--- config.mk ---
export PLATFORM = sky130hd
export DESIGN_NAME = spi_matrix_master
export DESIGN_NICKNAME = d
export VERILOG_FILES = /design/src/rtl/spi_matrix_master.sv
export SDC_FILE = /design/constraint.sdc
export NUM_CORES = 1
export LEC_CHECK = 0
export ABC_AREA = 1
export CORE_UTILIZATION = 55
export DETAILED_ROUTE_END_ITERATION = 7
export GPL_ROUTABILITY_DRIVEN = 0
export PLACE_DENSITY = 0.85
export SLEW_MARGIN = 10
export SYNTH_ARGS = -nofsm -noshare
export SYNTH_HDL_FRONTEND = slang
export SYNTH_SLANG_ARGS = --single-unit
--- constraint.sdc ---
create_clock -name sys_clk -period 1.9 [get_ports sys_clk]
set_input_delay 0.38 -clock sys_clk [delete_from_list [all_inputs] [get_ports sys_clk]]
set_output_delay 0.38 -clock sys_clk [all_outputs]
set_load 0.05 [all_outputs]
--- src/rtl/spi_matrix_master.sv ---
// SPI mode-0 burst initiator: one command frame {rd,3'b000,count} then N 16-bit data frames.
// Optional internal MOSI->MISO loopback when SPI_MASTER_LOOPBACK_EN is defined.
module spi_matrix_master #(
  parameter int CLK_DIV = 4,
  parameter int WORD_W  = 16,
  parameter int CNT_W   = 12
) (
  input  logic              sys_clk,
  input  logic              sys_rst_n,
  input  logic              start,
  input  logic              rd,
  input  logic [CNT_W-1:0]  word_count,
  input  logic [WORD_W-1:0] tx_data,
  input  logic              tx_valid,
  output logic              tx_ready,
  output logic [WORD_W-1:0] rx_data,
  output logic              rx_valid,
  input  logic              loopback,
  output logic              busy,
  output logic              done,
  output logic              spi_cs_n,
  output logic              spi_sclk,
  output logic              spi_mosi,
  input  logic              spi_miso
);

  localparam int DIV_W = $clog2(CLK_DIV);
  localparam logic [DIV_W-1:0] DIV_LAST = DIV_W'(CLK_DIV - 1);

  typedef enum logic [2:0] {IDLE, CS_SETUP, LOAD, SHIFT, CS_HOLD} state_t;

  state_t            state_q;
  logic [DIV_W-1:0]  div_q;
  logic [4:0]        tick_q;
  logic              rd_q;
  logic [CNT_W-1:0]  left_q;
  logic              data_frame_q;
  logic              loaded_q;
  logic              rx_pend_q;
  logic [WORD_W-1:0] tx_sh_q;
  logic [WORD_W-1:0] rx_sh_q;
  logic              tx_ready_q;
  logic [WORD_W-1:0] rx_data_q;
  logic              rx_valid_q;
  logic              busy_q;
  logic              done_q;
  logic              cs_n_q;
  logic              sclk_q;
  logic              mosi_q;

  logic              div_tick_s;
  logic              sin_s;
  logic [WORD_W-1:0] cmd_s;
  logic [WORD_W-1:0] load_word_s;

  assign div_tick_s  = (div_q == DIV_LAST);
  assign cmd_s       = {rd, {(WORD_W-1-CNT_W){1'b0}}, word_count};
  assign load_word_s = rd_q ? {WORD_W{1'b0}} : tx_data;

`ifdef SPI_MASTER_LOOPBACK_EN
  assign sin_s = loopback ? mosi_q : spi_miso;
`else
  logic unused_loopback_s;
  assign unused_loopback_s = loopback;
  assign sin_s = spi_miso;
`endif

  assign tx_ready = tx_ready_q;
  assign rx_data  = rx_data_q;
  assign rx_valid = rx_valid_q;
  assign busy     = busy_q;
  assign done     = done_q;
  assign spi_cs_n = cs_n_q;
  assign spi_sclk = sclk_q;
  assign spi_mosi = mosi_q;

  // Transaction FSM, SCLK divider, shift registers and all registered outputs.
  always_ff @(posedge sys_clk) begin
    if (!sys_rst_n) begin
      state_q      <= IDLE;
      div_q        <= {DIV_W{1'b0}};
      tick_q       <= 5'd0;
      rd_q         <= 1'b0;
      left_q       <= {CNT_W{1'b0}};
      data_frame_q <= 1'b0;
      loaded_q     <= 1'b0;
      rx_pend_q    <= 1'b0;
      tx_sh_q      <= {WORD_W{1'b0}};
      rx_sh_q      <= {WORD_W{1'b0}};
      tx_ready_q   <= 1'b0;
      rx_data_q    <= {WORD_W{1'b0}};
      rx_valid_q   <= 1'b0;
      busy_q       <= 1'b0;
      done_q       <= 1'b0;
      cs_n_q       <= 1'b1;
      sclk_q       <= 1'b0;
      mosi_q       <= 1'b0;
    end else begin
      done_q     <= 1'b0;
      rx_valid_q <= 1'b0;
      // A full word was sampled on the previous edge; publish it now.
      if (rx_pend_q) begin
        rx_valid_q <= 1'b1;
        rx_data_q  <= rx_sh_q;
        rx_pend_q  <= 1'b0;
      end
      case (state_q)
        IDLE: begin
          div_q <= {DIV_W{1'b0}};
          if (start) begin
            if (word_count == {CNT_W{1'b0}}) begin
              done_q <= 1'b1;
            end else begin
              state_q      <= CS_SETUP;
              busy_q       <= 1'b1;
              cs_n_q       <= 1'b0;
              rd_q         <= rd;
              left_q       <= word_count;
              data_frame_q <= 1'b0;
              mosi_q       <= cmd_s[WORD_W-1];
              tx_sh_q      <= {cmd_s[WORD_W-2:0], 1'b0};
            end
          end
        end
        CS_SETUP: begin
          if (div_tick_s) begin
            state_q <= SHIFT;
            div_q   <= {DIV_W{1'b0}};
            tick_q  <= 5'd1;
            sclk_q  <= 1'b1;
            rx_sh_q <= {rx_sh_q[WORD_W-2:0], sin_s};
          end else begin
            div_q <= div_q + DIV_W'(1);
          end
        end
        SHIFT: begin
          if (div_tick_s) begin
            div_q  <= {DIV_W{1'b0}};
            tick_q <= tick_q + 5'd1;
            if (!tick_q[0]) begin
              sclk_q  <= 1'b1;
              rx_sh_q <= {rx_sh_q[WORD_W-2:0], sin_s};
              if (tick_q == 5'd30 && data_frame_q && rd_q) begin
                rx_pend_q <= 1'b1;
              end
            end else begin
              sclk_q  <= 1'b0;
              mosi_q  <= tx_sh_q[WORD_W-1];
              tx_sh_q <= {tx_sh_q[WORD_W-2:0], 1'b0};
              if (tick_q == 5'd31) begin
                if (left_q != {CNT_W{1'b0}}) begin
                  state_q    <= LOAD;
                  loaded_q   <= 1'b0;
                  tx_ready_q <= !rd_q;
                end else begin
                  state_q <= CS_HOLD;
                end
              end
            end
          end else begin
            div_q <= div_q + DIV_W'(1);
          end
        end
        LOAD: begin
          // Write bursts stall here with SCLK low until the host offers a word.
          if (!loaded_q) begin
            if (rd_q || (tx_valid && tx_ready_q)) begin
              loaded_q     <= 1'b1;
              tx_ready_q   <= 1'b0;
              left_q       <= left_q - CNT_W'(1);
              data_frame_q <= 1'b1;
              div_q        <= {DIV_W{1'b0}};
              mosi_q       <= load_word_s[WORD_W-1];
              tx_sh_q      <= {load_word_s[WORD_W-2:0], 1'b0};
            end
          end else if (div_tick_s) begin
            state_q <= SHIFT;
            div_q   <= {DIV_W{1'b0}};
            tick_q  <= 5'd1;
            sclk_q  <= 1'b1;
            rx_sh_q <= {rx_sh_q[WORD_W-2:0], sin_s};
          end else begin
            div_q <= div_q + DIV_W'(1);
          end
        end
        CS_HOLD: begin
          sclk_q <= 1'b0;
          if (div_tick_s) begin
            state_q <= IDLE;
            div_q   <= {DIV_W{1'b0}};
            cs_n_q  <= 1'b1;
            busy_q  <= 1'b0;
            done_q  <= 1'b1;
            mosi_q  <= 1'b0;
          end else begin
            div_q <= div_q + DIV_W'(1);
          end
        end
        default: begin
          state_q <= IDLE;
        end
      endcase
    end
  end

endmodule

# Yosys cells after proc, flatten, opt, wreduce, memory -nomap -nowiden
# Cells that the tools add are included.
# classes
addsub,3
n_eq_ne,19
mux,79
n_bitwise,4
reduce_logical,30
# ops
operator,count
$mux W16,11
$pmux W16 S3,2
$mux W12,4
$mux W1,35
$mux W3,9
$pmux W12 S2,1
$ne A2 B2 Y1 const B,11
$reduce_and A7 Y1,3
$mux W5,3
$pmux W3 S5,1
$pmux W5 S3,1
$logic_not A12 Y1,1
$pmux W1 S2,6
$reduce_bool A12 Y1,1
$sub A12 B1 Y12 const B,1
$eq A5 B5 Y1 const B,2
$reduce_and A5 Y1,2
$reduce_and A3 Y1,3
$reduce_bool A3 Y1,3
$pmux W1 S4,2
$reduce_and A4 Y1,2
$reduce_and A8 Y1,1
$reduce_bool A4 Y1,2
$eq A3 B2 Y1 const B,2
other kinds (17),26
# word_totals
regBits,81
input_bits,35
output_inout_bits,23
word_cells,153

# Logic depth before layout (Yosys ltp)
# Gate-level depths: netlist of run 1.
# logic_depth
ltp_word,6
ltp_mapped,12
depth_no_buf,12

# Worst setup path after synthesis of run 1
# Ideal clock, no wire load.
# synth_timing
path_type,flip-flop to flip-flop
start,"register tx_ready_q, in the netlist tx_ready"
end,register left_q[6]
setup_ps,113
t_arrival_ps,1435
required_time_ps,1787
setup_slack_ps,352
stages_incl_launch_ff,9
n_path_buf,1
synth_period_minus_slack_ps,1548
cell_sequence,dfxtp_1 nand2_1 nand2_1 nor2_4 nor2_4 nand4_4 buf_6 nor2_1 nor2_1
# synth_via
elab_chain_cells,4
# synth_rtl
element,line,rtl
from (decl),42,logic tx_ready_q;
from (signal assigned),154,tx_ready_q <= !rd_q;
$logic_and A1 B1 Y1,167,if (rd_q || (tx_valid && tx_ready_q)) begin
$logic_or A1 B1 Y1,167,
$ne A2 B2 Y1 (no source line),--,
$reduce_and A5 Y1 (no source line),--,
to (signal assigned),84,left_q <= {CNT_W{1'b0}};
to (signal assigned),118,left_q <= word_count;
to (signal assigned),170,left_q <= left_q - CNT_W'(1);
to (decl),36,logic [CNT_W-1:0] left_q;
# Every way passes these cells.
# A chain may end at the register's enable or synchronous reset.

# Final worst setup path of run 1
# layout_timing
start,"register rx_data_q[9], in the netlist rx_data[9]"
end,output port rx_data[9]
# layout_lines
element,line,rtl
from (decl),43,logic [WORD_W-1:0] rx_data_q;
from (signal assigned),91,rx_data_q <= {WORD_W{1'b0}};
from (signal assigned),104,rx_data_q <= rx_sh_q;
to (decl),16,"output logic [WORD_W-1:0] rx_data,"
# No word-level cell between the ends.

==> results of run 1 <==
logic make-up (layout without fill, tap and decap cells):
group                      count (synthesis)  in the layout  share of synthesized area (%)
buffers and inverters                    107            177                          11.38
and+or+nand+nor                          302            302                          32.19
DFF                                       80             80                          38.22
adders and majority gates                  6              6                          1.792
AOI/OAI and AO/OA                        122            122                          16.42
per-stage QoR:
step	worst slack [ns]	TNS [ns]
floorplan	0.3519	0
global placement	-0.05844	-1.180
detailed placement	-0.1220	-2.404
CTS	0.004517	0
global route	0.001474	0
finish	0.02903	0
layout by cell type (no fill, tap or decap), types with 3 or more instances in the layout:
master | synthesis | layout
buf_12 | 0 | 3
nor2_1 | 96 | 96
dfxtp_1 | 80 | 80
clkbuf_8 | 0 | 9
a21oi_1 | 46 | 46
nand2_1 | 149 | 149
inv_1 | 74 | 74
clkdlybuf4s50_1 | 0 | 36
buf_4 | 5 | 26
nor3_1 | 6 | 6
dlygate4sd2_1 | 0 | 3
dlymetal6s2s_1 | 0 | 12
nor3b_1 | 3 | 3
nand3_1 | 21 | 21
o21ai_1 | 15 | 16
o21ai_0 | 43 | 42
nand4_1 | 4 | 4
nor2_4 | 6 | 6
nor2_2 | 4 | 4
ha_1 | 6 | 6
o221ai_1 | 10 | 10
inv_2 | 4 | 4
nand2_2 | 3 | 3
routing by layer:
| layer | GRT usage, % | share of wire, % | wire [um] | vias to the layer above |
|---|---|---|---|---|
| met4 | 10.53 | 2.0 | 201 | 0 |
| li1 | - | - | - | 2092 |
| met2 | 43.86 | 49 | 4940 | 112 |
| met5 | 0 | 0 | 0 | - |
| met1 | 33.45 | 43 | 4406 | 1899 |
| met3 | 5.171 | 5.7 | 581 | 20 |
power groups by stage:
stage	logic, mW	registers (mW)	clock network (mW)
after floorplan	2.32	2.32	0
after global placement	2.93	2.21	0
after detailed placement	3.05	2.22	0
after CTS	3.08	2.18	1.31
after global routing	3.50	2.22	1.37
final	3.13	2.18	1.31
registers in the layout (all words and copies together), names as in the netlist:
register / count
rx_valid: 1
spi_cs_n: 1
tx_sh_q: 15
rx_data: 16
loaded_q: 1
data_frame_q: 1
rd_q: 1
spi_mosi: 1
tx_ready: 1
state_q: 3
rx_pend_q: 1
done: 1
left_q: 12
tick_q: 5
rx_sh_q: 16
spi_sclk: 1
busy: 1
div_q: 2
cell type report:
cell class | instances | area, um2 | share of cell area [%]
multi-input cells | 430 | 2112 | 41.06
inverters | 80 | 305.3 | 5.935
clock buffers | 9 | 123.9 | 2.408
well taps | 99 | 123.9 | 2.408
clock inverters | 7 | 80.08 | 1.557
repair buffers | 81 | 797.0 | 15.50
flip-flops and latches | 80 | 1602 | 31.14
path summary, 6_finish.rpt:
path,to,cells after the start
setup / recovery,rx_data[9],1
hold / removal,tx_ready,3
setup reg to reg,tick_q[2],7
hold reg to reg,busy,2
timing repair:
item	CTS	global route
endpoints found under the hold margin	0	0
resized for setup	3	13
endpoints found under the setup margin	3	15
pin swaps	0	2
setup buffers	0	1
==> flow_metrics.tcl, run 1 <==
set metrics [dict create \
    clkPwrFrac_pct 19.7 \
    synth.largest_area_cell "dfxtp_1" \
    hold_violations 0 \
    intPower_mw 3.730 \
    fmax_mhz 534.5 \
    initial_core_util_pct 57.46 \
    powerDensity_nw_per_um2 1286 \
    r2r_slack_ns 0.13 \
    ys_ff_latch 80 \
    slew_viol_final 0 \
    grt_pass1_wl_um 16220 \
    power_leakage_nw 2.521 \
    p_sw_mw 2.887 \
    nFillCells 632 \
    wl_um 10130 \
    yosysTopAreaCellShare_pct 38.22 \
    post-place-cells 769 \
    rows 31 \
    num_antenna_cells 0 \
    die_area_um2 7972 \
    core-area_um2 7292 \
    status "finished clean" \
    slew_headroom_pct 65.97 \
    vias_per_cell 5.246 \
    clock_latency_ns 0.36 \
    startpoint "rx_data[9]" \
    synth_fp_nets 658 \
    worstPathCellList "clkdlybuf4s50_1" \
    final_core_util_pct 70.54 \
    avgRoutedWirePerCell_um 12.89 \
    worstHoldStart "sys_rst_n" \
    portBuffers 56 \
    cts_tree "built" \
    grt_max_degree 34 \
    slowest_delay_ns 0.79 \
    clock-sinks 80 \
    finalCritPeriodShare_pct 98.47 \
    die_w_um 89.29 \
    cts_root_buf "clkbuf_8" \
    worst-path-buf-inv 1 \
    final_cell_area_um2 5144 \
    max-clock-path-buffers 2 \
    grt-ovfl-total 0 \
    worstPathRequired_ns 1.52 \
    dp_hpwl_um 7207 \
    holdWs_ns 0.4129 \
    holdBufCountCts 0 \
    drt_first_iter_violations 188 \
    ys.flop_type "dfxtp_1" \
    ant_nets 0 \
    grt_pass1_vias 3704 \
    synth_edf_count 0 \
    hold_class "in2reg" \
    dieHeight_um 89.29 \
    period_minus_slack_ns 1.871 \
    max_cap_viol_count 0 \
    clk_pin_slew_ns 0.09 \
    yosys-top-cells-count "149 x nand2_1, 96 x nor2_1, 80 x dfxtp_1, 74 x inv_1, 46 x a21oi_1" \
    syn_to_final_growth_pct 22.75 \
    io_pins 58 \
    yosysUniqueCellTypes 40 \
    async_reset_ff_share_pct 0 \
    total_power_mw 6.617 \
    end_kind "output port" \
    worst_path_dominant_cell_family "buffers and inverters" \
    mappedNetlistArea_um2 4190 \
    drtPass1Iterations 5 \
    yosysMostFrequentCell "nand2_1" \
    finalNetCount 723 \
    antenna_found_initial 0 \
    placed_cell_area_um2 4893 \
    swShare_pct 43.64 \
    worstMarginPinSlew_ns 0.5097 \
    regToRegStartpoint "state_q[0]" \
    cp.arrival_ns 1.49 \
    yosysSeqAreaShare_pct 38.22 \
    finClkSkew_ns 0.01025 \
    start_kind "flop" \
    remaining_drc_errors 0 \
    critPathKind "reg2out" \
    final_cells 786 \
    cts_buffers 9 \
    ctsHtreeMaxLevel 3 \
    crit_fanout 2 \
    setup_viol 0 \
    synth_area_leaders "dfxtp_1 38%, nand2_1 13%, nor2_1 8.6%" \
    grt_use_total_pct 26.28 \
    avgSynthCellArea_um2 6.791 \
    drive_gt1_share_pct 10.77 \
    syn_inst 617 \
    vias 4123 \
    peakVddDrop_uv 651.5 \
    critical_path.slowest_cell "clkdlybuf4s50_1" \
    yosysWarnings 0 \
    comb_power_share_pct 47.3 \
    seq_power_share_pct 33.0 \
    grt_setup_unrepaired "no" \
]
(Power assumes the default switching activity.)
==> run 2: changes to the inputs <==
--- a/config.mk
+++ b/config.mk
@@ -6,6 +6,7 @@
 export NUM_CORES = 1
 export LEC_CHECK = 0
 export ABC_AREA = 1
+export CORE_ASPECT_RATIO = 2
 export CORE_UTILIZATION = 55
 export DETAILED_ROUTE_END_ITERATION = 7
 export GPL_ROUTABILITY_DRIVEN = 0
==> flow_metrics.tcl, run 2 (synthesis gave the netlist of run 1 again) <==
set metrics [dict create \
    clock_latency_ns 0.34 \
    post-place-ws_ns -0.1381 \
    rows 44 \
    slowest_delay_ns 0.81 \
    status "finished clean" \
    worstMarginPinSlew_ns 0.5190 \
    grt_use_met1_pct 28.11 \
    grt.met2_usage_pct 52.82 \
    critical_path.slowest_cell "clkdlybuf4s50_1" \
    dieHeight_um 125.4 \
    grt_pass1_vias 4316 \
    die_area_um2 7993 \
    cts_tree "built" \
    fmax_mhz 532.5 \
    die_w_um 63.72 \
    grt_util_met3_pct 5.201 \
    vias 4301 \
    finalNetCount 725 \
    slew_headroom_pct 65.29 \
    startpoint "rx_data[4]" \
    critPathKind "reg2out" \
    max-clock-path-buffers 2 \
    holdWs_ns 0.4379 \
    initial_core_util_pct 57.23 \
    post-place-cells 763 \
    end_kind "output port" \
    clock-sinks 80 \
    postCtsSetupBuffers 0 \
    core-area_um2 7322 \
    drive_gt1_share_pct 11.47 \
    period_minus_slack_ns 1.878 \
    finalCritPeriodShare_pct 98.84 \
    drt_first_iter_violations 281 \
    ant_nets 0 \
    ctsHtreeMaxLevel 3 \
    worst_path_dominant_cell_family "buffers and inverters" \
    cp.arrival_ns 1.50 \
    hold_class "in2reg" \
    wl_um 11500 \
    drtPass1Iterations 5 \
    avgRoutedWirePerCell_um 14.72 \
    peakVddDrop_uv 808.5 \
    vias_per_cell 5.507 \
    antenna_found_initial 0 \
    grt-busiest-layer "met2" \
    syn_to_final_growth_pct 25.92 \
    dp_hpwl_um 7881 \
    finClkSkew_ns 0.005011 \
    worstPathCellList "clkdlybuf4s50_1" \
    max_cap_viol_count 0 \
    final_cells 781 \
    power_leakage_nw 2.415 \
    portBuffers 56 \
    grt_use_total_pct 28.89 \
    worstHoldStart "sys_rst_n" \
    clk_pin_slew_ns 0.06 \
    worst-path-buf-inv 1 \
    layout_common_cells "149 x nand2_1, 95 x nor2_1, 77 x dfxtp_1, 74 x inv_1, 49 x clkdlybuf4s50_1" \
    cts_root_buf "clkbuf_16" \
    worst_slack_ns 0.02200 \
    regToRegStartpoint "state_q[1]" \
    slew_viol_final 0 \
    num_antenna_cells 0 \
    grt-ovfl-total 0 \
    setup_viol 0 \
    worstPathRequired_ns 1.52 \
    remaining_drc_errors 0 \
    powerDensity_nw_per_um2 1389 \
    crit_fanout 2 \
    grt_pass1_wl_um 18270 \
    start_kind "flop" \
    cts_buffers 9 \
    grt_max_degree 37 \
    layout_commonest_cell "nand2_1" \
    hold_violations 0 \
    io_pins 58 \
]
-- run 2: metal layers --
metal  routed length, um  up-vias
met4                 716        0
met2                6076      172
met1                4163     1973
met5                   0        -
met3                 541       52
li1                    -     2104
-- run 2: area by class of cell --
class,count,area [um2]
Timing Repair Buffer,81,768.2
Multi-Input combinational cell,432,2153
Fill cell,575,2046
Inverter,80,305.3
Clock buffer,10,239.0
Clock inverter,6,90.09
Sequential cell,80,1605
Tap cell,92,115.1
-- run 2: tightest hold or removal path, delay by kind of cell --
family                 cells  cell delay [ns]
buffers and inverters      2             0.25
and+or+nand+nor            1             0.11
-- run 2: final timing paths --
| check | depth (start not counted) | endpoint | slack [ns] |
|---|---|---|---|
| max | 1 | rx_data[4] | 0.02 |
| min | 3 | rx_valid | 0.44 |
| max reg2reg | 8 | tx_sh_q[5] | 0.05 |
| min reg2reg | 2 | busy | 0.45 |
-- run 2: timing repair --
item                                   4_1_cts  5_1_grt
hold buffers                                 0        0
resized for setup                            1        9
pin swaps                                    0        1
setup endpoints to repair                   15       21
endpoints found under the hold margin        0        0
cloned                                       0        2
-- run 2: power by group --
part	internal, mW	switching, mW
logic	1.05	2.15
clock network	1.19	0.725
registers	2.00	0.214
-- run 2: metrics by stage --
stage	util, %	area [um2]	TNS (ns)	total power, mW
after CTS	71.36	5225	0	7.183
after global placement	66.85	4895	-2.448	5.097
final	72.06	5276	0	7.328
after detailed placement	66.85	4895	-3.447	5.215
after floorplan	-	4190	0	4.635
after global routing	72.06	5276	-0.04715	7.799
